## src/rtl/mont_pkg.sv

```systemverilog
// Shared types for the Montgomery exponentiation datapath: operand layout and controller states.
// Used by the exponent controller, the multiplier and the Paillier top level.
package mont_pkg;

    localparam int unsigned MontWidth = 32;
    localparam int unsigned MontLimbs = 8;

    typedef logic [MontWidth-1:0] limb_t;
    typedef limb_t [MontLimbs-1:0] operand_t;

    typedef enum logic [2:0] {
        StIdle,
        StScan,
        StSqr,
        StSqrWait,
        StMul,
        StMulWait,
        StFinish,
        StDrain
    } mexp_state_e;

    // States in which a multiply is outstanding and its operands must hold
    function automatic logic mexp_waiting(input mexp_state_e st);
        return (st == StSqrWait) || (st == StMulWait) || (st == StDrain);
    endfunction

endpackage

```

## src/rtl/mont_exp_ctrl.sv

```systemverilog
// Left-to-right square-and-multiply sequencer driving one shared Montgomery multiplier.
// Computes base^exp in the Montgomery domain and reports the number of multiplies issued.
module mont_exp_ctrl
    import mont_pkg::*;
#(
    parameter int unsigned WIDTH = 32,
    parameter int unsigned S     = 8,
    parameter int unsigned EBITS = 256
) (
    input  logic                               clk,
    input  logic                               rst_n,
    input  logic                               start,
    input  logic                               abort,
    input  logic [WIDTH*S-1:0]                 base,
    input  logic [WIDTH*S-1:0]                 one_m,
    input  logic [EBITS-1:0]                   exp,
    output logic                               busy,
    output logic                               done,
    output logic [WIDTH*S-1:0]                 result,
    output logic [$clog2(2*EBITS+1)-1:0]       mm_count,
    output logic                               mm_start,
    output logic [WIDTH*S-1:0]                 mm_a,
    output logic [WIDTH*S-1:0]                 mm_b,
    input  logic                               mm_done,
    input  logic [WIDTH*S-1:0]                 mm_result
);

    localparam int unsigned OpW  = WIDTH * S;
    localparam int unsigned IdxW = $clog2(EBITS);
    localparam int unsigned CntW = $clog2(2 * EBITS + 1);

    localparam logic [IdxW-1:0] IdxTop = IdxW'(EBITS - 1);
    localparam logic [IdxW-1:0] IdxOne = IdxW'(1);
    localparam logic [CntW-1:0] CntOne = CntW'(1);

    mexp_state_e     state_q, state_d;
    logic [OpW-1:0]  acc_q, acc_d;
    logic [OpW-1:0]  base_q, base_d;
    logic [EBITS-1:0] exp_q, exp_d;
    logic [IdxW-1:0] idx_q, idx_d;
    logic            started_q, started_d;
    logic [CntW-1:0] cnt_q, cnt_d;
    logic            busy_q, busy_d;
    logic            done_q, done_d;
    logic [OpW-1:0]  result_q, result_d;
    logic [CntW-1:0] mm_count_q, mm_count_d;
    logic            mm_start_q, mm_start_d;
    logic [OpW-1:0]  mm_a_q, mm_a_d;
    logic [OpW-1:0]  mm_b_q, mm_b_d;
    logic            advance;
    logic            cur_bit;

    assign cur_bit = exp_q[idx_q];

    always_comb begin
        state_d    = state_q;
        acc_d      = acc_q;
        base_d     = base_q;
        exp_d      = exp_q;
        idx_d      = idx_q;
        started_d  = started_q;
        cnt_d      = cnt_q;
        result_d   = result_q;
        mm_count_d = mm_count_q;
        mm_a_d     = mm_a_q;
        mm_b_d     = mm_b_q;
        mm_start_d = 1'b0;
        done_d     = 1'b0;
        advance    = 1'b0;

        unique case (state_q)
            StIdle: begin
                if (start) begin
                    acc_d     = one_m;
                    base_d    = base;
                    exp_d     = exp;
                    idx_d     = IdxTop;
                    started_d = 1'b0;
                    cnt_d     = '0;
                    state_d   = StScan;
                end
            end
            StScan: begin
                if (abort) begin
                    state_d = StIdle;
                end else if (!started_q) begin
                    // The first set bit seeds the accumulator without a multiply
                    if (cur_bit) begin
                        acc_d     = base_q;
                        started_d = 1'b1;
                    end
                    advance = 1'b1;
                end else begin
                    state_d    = StSqr;
                    mm_start_d = 1'b1;
                    mm_a_d     = acc_q;
                    mm_b_d     = acc_q;
                end
            end
            StSqr: begin
                cnt_d   = cnt_q + CntOne;
                state_d = abort ? StIdle : StSqrWait;
            end
            StSqrWait: begin
                if (mm_done) begin
                    acc_d = mm_result;
                    // Abort coinciding with completion leaves nothing to drain
                    if (abort) begin
                        state_d = StIdle;
                    end else if (cur_bit) begin
                        state_d    = StMul;
                        mm_start_d = 1'b1;
                        mm_a_d     = mm_result;
                        mm_b_d     = base_q;
                    end else begin
                        advance = 1'b1;
                    end
                end else if (abort) begin
                    state_d = StDrain;
                end
            end
            StMul: begin
                cnt_d   = cnt_q + CntOne;
                state_d = abort ? StIdle : StMulWait;
            end
            StMulWait: begin
                if (mm_done) begin
                    acc_d = mm_result;
                    if (abort) begin
                        state_d = StIdle;
                    end else begin
                        advance = 1'b1;
                    end
                end else if (abort) begin
                    state_d = StDrain;
                end
            end
            StFinish: begin
                state_d = StIdle;
            end
            StDrain: begin
                if (mm_done) begin
                    state_d = StIdle;
                end
            end
            default: begin
                state_d = StIdle;
            end
        endcase

        if (advance) begin
            if (idx_q == '0) begin
                state_d = StFinish;
            end else begin
                idx_d   = idx_q - IdxOne;
                state_d = StScan;
            end
        end

        // Outputs are registered, so results are captured on entry to FINISH
        if (state_d == StFinish) begin
            done_d     = 1'b1;
            result_d   = acc_d;
            mm_count_d = cnt_d;
        end

        busy_d = (state_d != StIdle);
    end

    always_ff @(posedge clk or negedge rst_n) begin
        if (!rst_n) begin
            state_q    <= StIdle;
            acc_q      <= '0;
            base_q     <= '0;
            exp_q      <= '0;
            idx_q      <= '0;
            started_q  <= 1'b0;
            cnt_q      <= '0;
            busy_q     <= 1'b0;
            done_q     <= 1'b0;
            result_q   <= '0;
            mm_count_q <= '0;
            mm_start_q <= 1'b0;
            mm_a_q     <= '0;
            mm_b_q     <= '0;
        end else begin
            state_q    <= state_d;
            acc_q      <= acc_d;
            base_q     <= base_d;
            exp_q      <= exp_d;
            idx_q      <= idx_d;
            started_q  <= started_d;
            cnt_q      <= cnt_d;
            busy_q     <= busy_d;
            done_q     <= done_d;
            result_q   <= result_d;
            mm_count_q <= mm_count_d;
            mm_start_q <= mm_start_d;
            mm_a_q     <= mm_a_d;
            mm_b_q     <= mm_b_d;
        end
    end

    assign busy     = busy_q;
    assign done     = done_q;
    assign result   = result_q;
    assign mm_count = mm_count_q;
    assign mm_start = mm_start_q;
    assign mm_a     = mm_a_q;
    assign mm_b     = mm_b_q;

    a_mm_start_pulse : assert property (@(posedge clk) disable iff (!rst_n)
        mm_start_q |=> !mm_start_q);

    a_done_pulse : assert property (@(posedge clk) disable iff (!rst_n)
        done_q |=> !done_q);

    a_operands_stable : assert property (@(posedge clk) disable iff (!rst_n)
        (mexp_waiting(state_q) && !mm_done) |=> ($stable(mm_a_q) && $stable(mm_b_q)));

endmodule

```

## config.mk

```make
export PLATFORM = sky130hd
export DESIGN_NAME = mont_exp_ctrl
export DESIGN_NICKNAME = d
export VERILOG_FILES = /design/src/rtl/mont_pkg.sv /design/src/rtl/mont_exp_ctrl.sv
export SDC_FILE = /design/constraint.sdc
export NUM_CORES = 2
export LEC_CHECK = 0
export CELL_PAD_IN_SITES_DETAIL_PLACEMENT = 0
export CELL_PAD_IN_SITES_GLOBAL_PLACEMENT = 1
export CORE_AREA = 2 2 704 706
export DETAILED_ROUTE_END_ITERATION = 8
export DIE_AREA = 0 0 706 708
export PLACE_DENSITY = 0.35
export SLEW_MARGIN = 20
export SYNTH_ARGS = -nofsm -noshare
export SYNTH_HDL_FRONTEND = slang
export SYNTH_SLANG_ARGS = --single-unit
export TNS_END_PERCENT = 30
```

## constraint.sdc

```tcl
create_clock -name clk -period 6.2 [get_ports clk]
set_input_delay 0.93 -clock clk [delete_from_list [all_inputs] [get_ports clk]]
set_output_delay 0.93 -clock clk [all_outputs]
set_load 0.005 [all_outputs]
```

Yosys cells after proc, flatten, opt, wreduce, memory -nomap -nowiden
Index checks and enable logic that the tools add are counted.

Flip-flop bits (word level): 1571. Bits of input ports: 1029. Output and inout bits: 781. Word-level logic and storage cells: 99.

$add $sub $neg: 2. $lt $le $gt $ge: 1. Equal/unequal tests: 14. Mux-type cells: 58. Reduce and logical (&&, ||, !) cells: 10.

Operators with widths (count): 256-bit 2-to-1 mux (13); 256-bit one-hot mux with 2 select lines (2); 256-bit one-hot mux with 3 select lines (1); 3-bit 2-to-1 mux (13); 8-bit 2-to-1 mux (4); 3-bit one-hot mux with 8 select lines (1); 10-bit one-hot mux with 2 select lines (1); 1-bit 2-to-1 mux (17); 3-bit == test (second input constant) (5); 2-bit inequality test (second input constant) (6); 10-bit by 1-bit adder with 10-bit output (second input constant) (1); 10-bit 2-to-1 mux (1); 8-bit by 9-bit < comparator with 1-bit output (second input constant) (1); 1-bit binary-select mux with 8-bit select (1); 8-bit logical NOT (1); 8-bit by 1-bit subtractor with 8-bit output (second input constant) (1); 3-bit by 2-bit == test with 1-bit output (second input constant) (2); 6-bit AND reduction (1); 1-bit one-hot mux with 2 select lines (2); 2-bit nonzero test (2); 2-bit OR reduction (2); 3-bit by 1-bit == test with 1-bit output (second input constant) (1); 3-bit logical NOT (1); 1-bit one-hot mux with 3 select lines (1); other kinds (4) (4).

Logic depth before layout (Yosys ltp)
Word-level depth: 9. Depth in mapped cells: 15. Depth with buffers taken out: 8.

Least setup slack after synthesis
No wires, ideal clock.

Path kind: reg2reg. From: reg idx_q[0]. To: reg result_q[47], in the netlist result[47]. Library setup time: 0.128 ns. Arrival: 3.191 ns. Required time: 6.072 ns. Slack: 2.881 ns. Cell stages (with the launch flop): 14. Path buffers: 5. Clock period less this slack: 3.319 ns. Path through: dfrtp_1 -> buf_2 -> buf_6 -> mux4_2 -> mux2i_1 -> mux2i_1 -> a2111oi_1 -> o221a_2 -> a31o_4 -> and3_1 -> buf_4 -> buf_8 -> buf_6 -> mux2_1.

Word-level cells in the longest chain between the ends: 8. Elaborated cells between the ends (all ways): 18. Classes of those cells: eq/ne: 1; mux: 16; reduce/logical: 1.

RTL lines: start, declared (RTL line mont_exp_ctrl.sv:40) `logic [IdxW-1:0] idx_q, idx_d;`; start signal, assigned (RTL line mont_exp_ctrl.sv:191) `idx_q <= idx_d;`; 1-bit binary-select mux with 8-bit select (RTL line mont_exp_ctrl.sv:53) `assign cur_bit = exp_q[idx_q];`; 1-bit 2-to-1 mux (implied by the code) (RTL line mont_exp_ctrl.sv:53); 3-bit 2-to-1 mux or 1-bit 2-to-1 mux (tied branches) (RTL line mont_exp_ctrl.sv:110) `end else if (cur_bit) begin`; 3-bit 2-to-1 mux or 1-bit 2-to-1 mux (tied branches) (RTL line mont_exp_ctrl.sv:108) `if (abort) begin`; 3-bit 2-to-1 mux or 1-bit 2-to-1 mux (tied branches) (RTL line mont_exp_ctrl.sv:105) `if (mm_done) begin`; 3-bit one-hot mux with 8 select lines or 1-bit one-hot mux with 3 select lines (tied branches) (RTL line mont_exp_ctrl.sv:71) `unique case (state_q)`; 3-bit 2-to-1 mux (RTL line mont_exp_ctrl.sv:151) `if (advance) begin`; 3-bit == test (RTL line mont_exp_ctrl.sv:161) `if (state_d == StFinish) begin`; end signal, assigned (RTL line mont_exp_ctrl.sv:196) `result_q <= result_d;`; end, declared (RTL line mont_exp_ctrl.sv:45) `logic [OpW-1:0] result_q, result_d;`.

Parallel ways exist; a longest one is shown, timed or not. The select of a mux whose other input is x is not followed. A chain may end at the register's enable or synchronous reset.

Worst setup path after layout
From: reg idx_q[0]. To: reg result_q[14], in the netlist result[14].

The elaborated chain is that of the path after synthesis.

==> run_results.csv <==
group,metric,value,unit
timing,rsz0062_at_grt,"no",
routing,drt_iter0_markers,4428,
floorplanning,ios,1810,
power,fin_total_pwr,51330,uW
routing,vias,64519,
placed_design,io_buffers,1809,
global_route,grt_max_degree,177,
timing,finalCriticalPeriod,5049,ps
timing,finalSetupViolCount,0,
timing,relSlewSlack,11.84,%
timing,worstMarginPinSlew,1322,ps
worst_setup_path,r2r_cells,10,
synth,synth.avg_cell_area,9.600,sq um
routing,drt_pass1_iterations,5,
timing,max_freq,0.1981,GHz
run,maxCapViolCount,0,
placed_design,placed_area,96400,sq um
floorplanning,die_h,708,microns
timing,post-route-period-util,81.43,%
placed_design,gp_congestion,0.8519,
floorplanning,coreArea,492300,sq um
power,peakVddDrop,0.2828,mV
routing,drcViolationCount,0,
layout,layout.cells.non_filler,15747,
clock_network,clkTransAtPathRegs,60,ps
routing,routed_wirelength,494200,microns
global_route,track_usage,19.05,%
synth,synth_seq_area_share,55.60,%
worst_setup_path,r2r-start,"idx_q[0]$_DFF_PN0_",
synth,synth.area.top_cells,"dfrtp_1 56%, a21oi_1 8.8%, nand2_1 7.7%",
power,power_density,494.0,nW/um^2
global_route,met1_usage,21.84,%
synth,netlist_area,70710,sq um
hold_path,hold_start,"exp_q[13]$_DFFE_PN0P_",
status,status,"finished, final reports clean",
timing,slew_viol_final,0,
worst_setup_path,cp_max_fo,68,
synth,synth_top_area_share,55.60,%
clock_network,post_cts.repair.setup_buffers,0,
clock_network,ctsLongestPathBuffers,4,
worst_setup_path,crit_type,"flop to flop",
clock_network,hold_buffers,1,
worst_setup_path,crit_family,"multiplexers",
synth,synthFlopType,"dfrtp_1",
global_route,use_met2,33.00,%
synth,synth_common_cells,"1571 x dfrtp_1, 1450 x nand2_1, 1239 x a21oi_1",
clock_network,htreeDepth,4,
hold_path,hold_path_class,"flop to flop",
global_route,use_met3,5.902,%
global_route,grt_pass1_vias,65624,
timing,setup_tns,0,ps
clock_network,worstSkewPairLatency,950,ps
layout,fin_nets,10012,
worst_setup_path,critPathCapture,"result[14]$_DFFE_PN0N_",
worst_setup_path,crit_path_cell_trace,"buf_4 > mux4_2 > mux4_2 > nand2_1 > o21ai_1 > o211ai_2 > a31o_4 > and3_4 > buf_12 > mux2_2",
layout,regArea,39320,sq um
global_route,busiest_layer,"met2",
worst_setup_path,worstSetupEndpointType,"flop",
layout,nFillCells,53744,
routing,detail_route.wl_per_cell,31.38,microns
worst_setup_path,cpMaxStageDelayCell,"dfrtp_4",
placed_design,hpwl,374100,microns
synth,yosysUniqueCellTypes,64,
worst_setup_path,worstPathArrival,5860,ps
global_route,grt-ovfl-total,0,
layout,multi_input_area,28290,sq um
clock_network,cts-root-buf,"clkbuf_16",
power,p_leak,0.04429,uW
clock_network,cts_sinks,1571,
layout,layout-drive-gt1-share,7.265,%
layout,postLayoutCellArea,103900,sq um
timing,hold_violations,0,
worst_setup_path,rrSetupSlack,1150,ps
layout,syn_to_final_growth,46.93,%
clock_network,cts_tree,"done",
clock_network,cts_resized,0,
floorplanning,die_w,706,microns
synth,synthCells,7366,
floorplanning,row_count,258,
floorplanning,start_util,14.36,%
synth,synth-edff-count,0,
clock_network,cts_buffers,220,
synth,synth_fp_nets,8397,
worst_setup_path,worstPathRequired,7010,ps
worst_setup_path,path_depth,10,
placed_design,post-place-cells,15258,
synth,synthArstFlopShare,100.0,%
worst_setup_path,crit_top_cell,"mux4_2",
floorplanning,dieArea,499800,sq um
timing,skew,79.41,ps
synth,synth_top_area_cell,"dfrtp_1",
global_route,grt_pass1_wl,649000,microns
worst_setup_path,cp-start-kind,"flop",
worst_setup_path,timing.rr.end,"result[14]$_DFFE_PN0N_",
synth,synth_most_common_cell,"dfrtp_1",
routing,final_antenna_net_count,0,
synth,yosysWarnings,0,
worst_setup_path,slowest_delay,1020,ps
worst_setup_path,crit_buf_inv,2,
synth,ys_ff_latch,1571,
routing,viasPerCell,4.097,
worst_setup_path,crit_start,"idx_q[0]$_DFF_PN0_",
global_route,grt_antenna_before_repair,310,
-- per-stage QoR --
step	worst slack, ps	hold slack (ps)	utilization (%)
3_5_place_dp	961.2	456.8	19.58
6_report	1151	465.8	21.11
5_1_grt	846.2	465.7	21.09
4_1_cts	931.9	414.9	21.06
2_1_floorplan	2881	437.9	-
3_3_place_gp	995.7	455.4	19.58
-- registers in the layout, indices dropped and copies added, names as in the netlist, 3 cells and up --
signal,flops
acc_q,256
base_q,256
exp_q,256
mm_a,256
mm_b,256
result,256
cnt_q,10
mm_count,10
idx_q,8
state_q,3
-- placed cells by master (no fill, tap or decap), drive strengths merged, types with 2 or more instances in the layout --
cell and n:
a21oi 1239, o221a 2, a21boi 2, or2 4, nor2 733, buf 134
nor3 8, a211oi 5, a22oi 11, inv 208, o21ai 284, nor2b 11
clkbuf 323, dfrtp 1571, nand3 11, and2 259, xor2 3, o221ai 197
clkinvlp 10, ha 2, mux2 285, a2111oi 4, diode 94, and3 74
a31oi 2, clkinv 42, nor4 3, bufinv 13, a221o 65, o211ai 5
mux2i 308, nand2 1450, o22ai 12, a31o 2, clkdlybuf4s50 1807, o31ai 3
nand2b 9, mux4 33
-- cell families after synthesis --
kind of cell / Yosys count / share of synthesized area (%)
xor gates and xnor gates: 3 / 0.03717
DFF: 1571 / 55.60
buffers and inverters: 751 / 4.517
AOI/OAI and AO/OA: 1844 / 14.82
muxes: 626 / 10.01
and+or+nand+nor: 2569 / 14.99
adders and majority gates: 2 / 0.03538
-- routing by layer --
metal | part of all wire (%) | up-vias | wire [microns]
met5 | 0.087 | - | 431
met4 | 4.2 | 64 | 20970
met3 | 7.5 | 794 | 36950
met2 | 49 | 2465 | 243800
met1 | 39 | 32682 | 192000
li1 | - | 28514 | -
-- worst register-to-register path: cells and delay by family (launching register included) --
kind	cells	cell delay (ps)
flops	1	1020
buf+inv	2	770
compound gates	3	820
simple gates	2	550
mux	3	1790
-- where the power goes --
group | switching, uW | internal [uW] | total, uW
clock | 5500 | 7690 | 13200
combinational | 12100 | 8530 | 20700
sequential | 2930 | 14500 | 17500
total | 20600 | 30800 | 51300
-- worst min path at each step --
stage / slack [ps] / end / cells after the start
finish: 470 / exp_q[13]$_DFFE_PN0P_ / 2
global placement: 460 / exp_q[26]$_DFFE_PN0P_ / 2
CTS: 410 / exp_q[80]$_DFFE_PN0P_ / 3
global route: 470 / exp_q[217]$_DFFE_PN0P_ / 3
floorplan: 440 / exp_q[13]$_DFFE_PN0P_ / 2
detailed placement: 460 / exp_q[13]$_DFFE_PN0P_ / 2
-- area by class of cell --
cell class	instances	share of cell area [%]
multi-input cells	5044	27.23
diodes	94	0.2264
clock inverters	71	0.7816
clock buffers	323	6.196
flip-flops and latches	1571	37.85
repair buffers	1942	19.16
well taps	6500	7.828
inverters	202	0.7298
No activity file was read; power rests on OpenSTA's default activity.
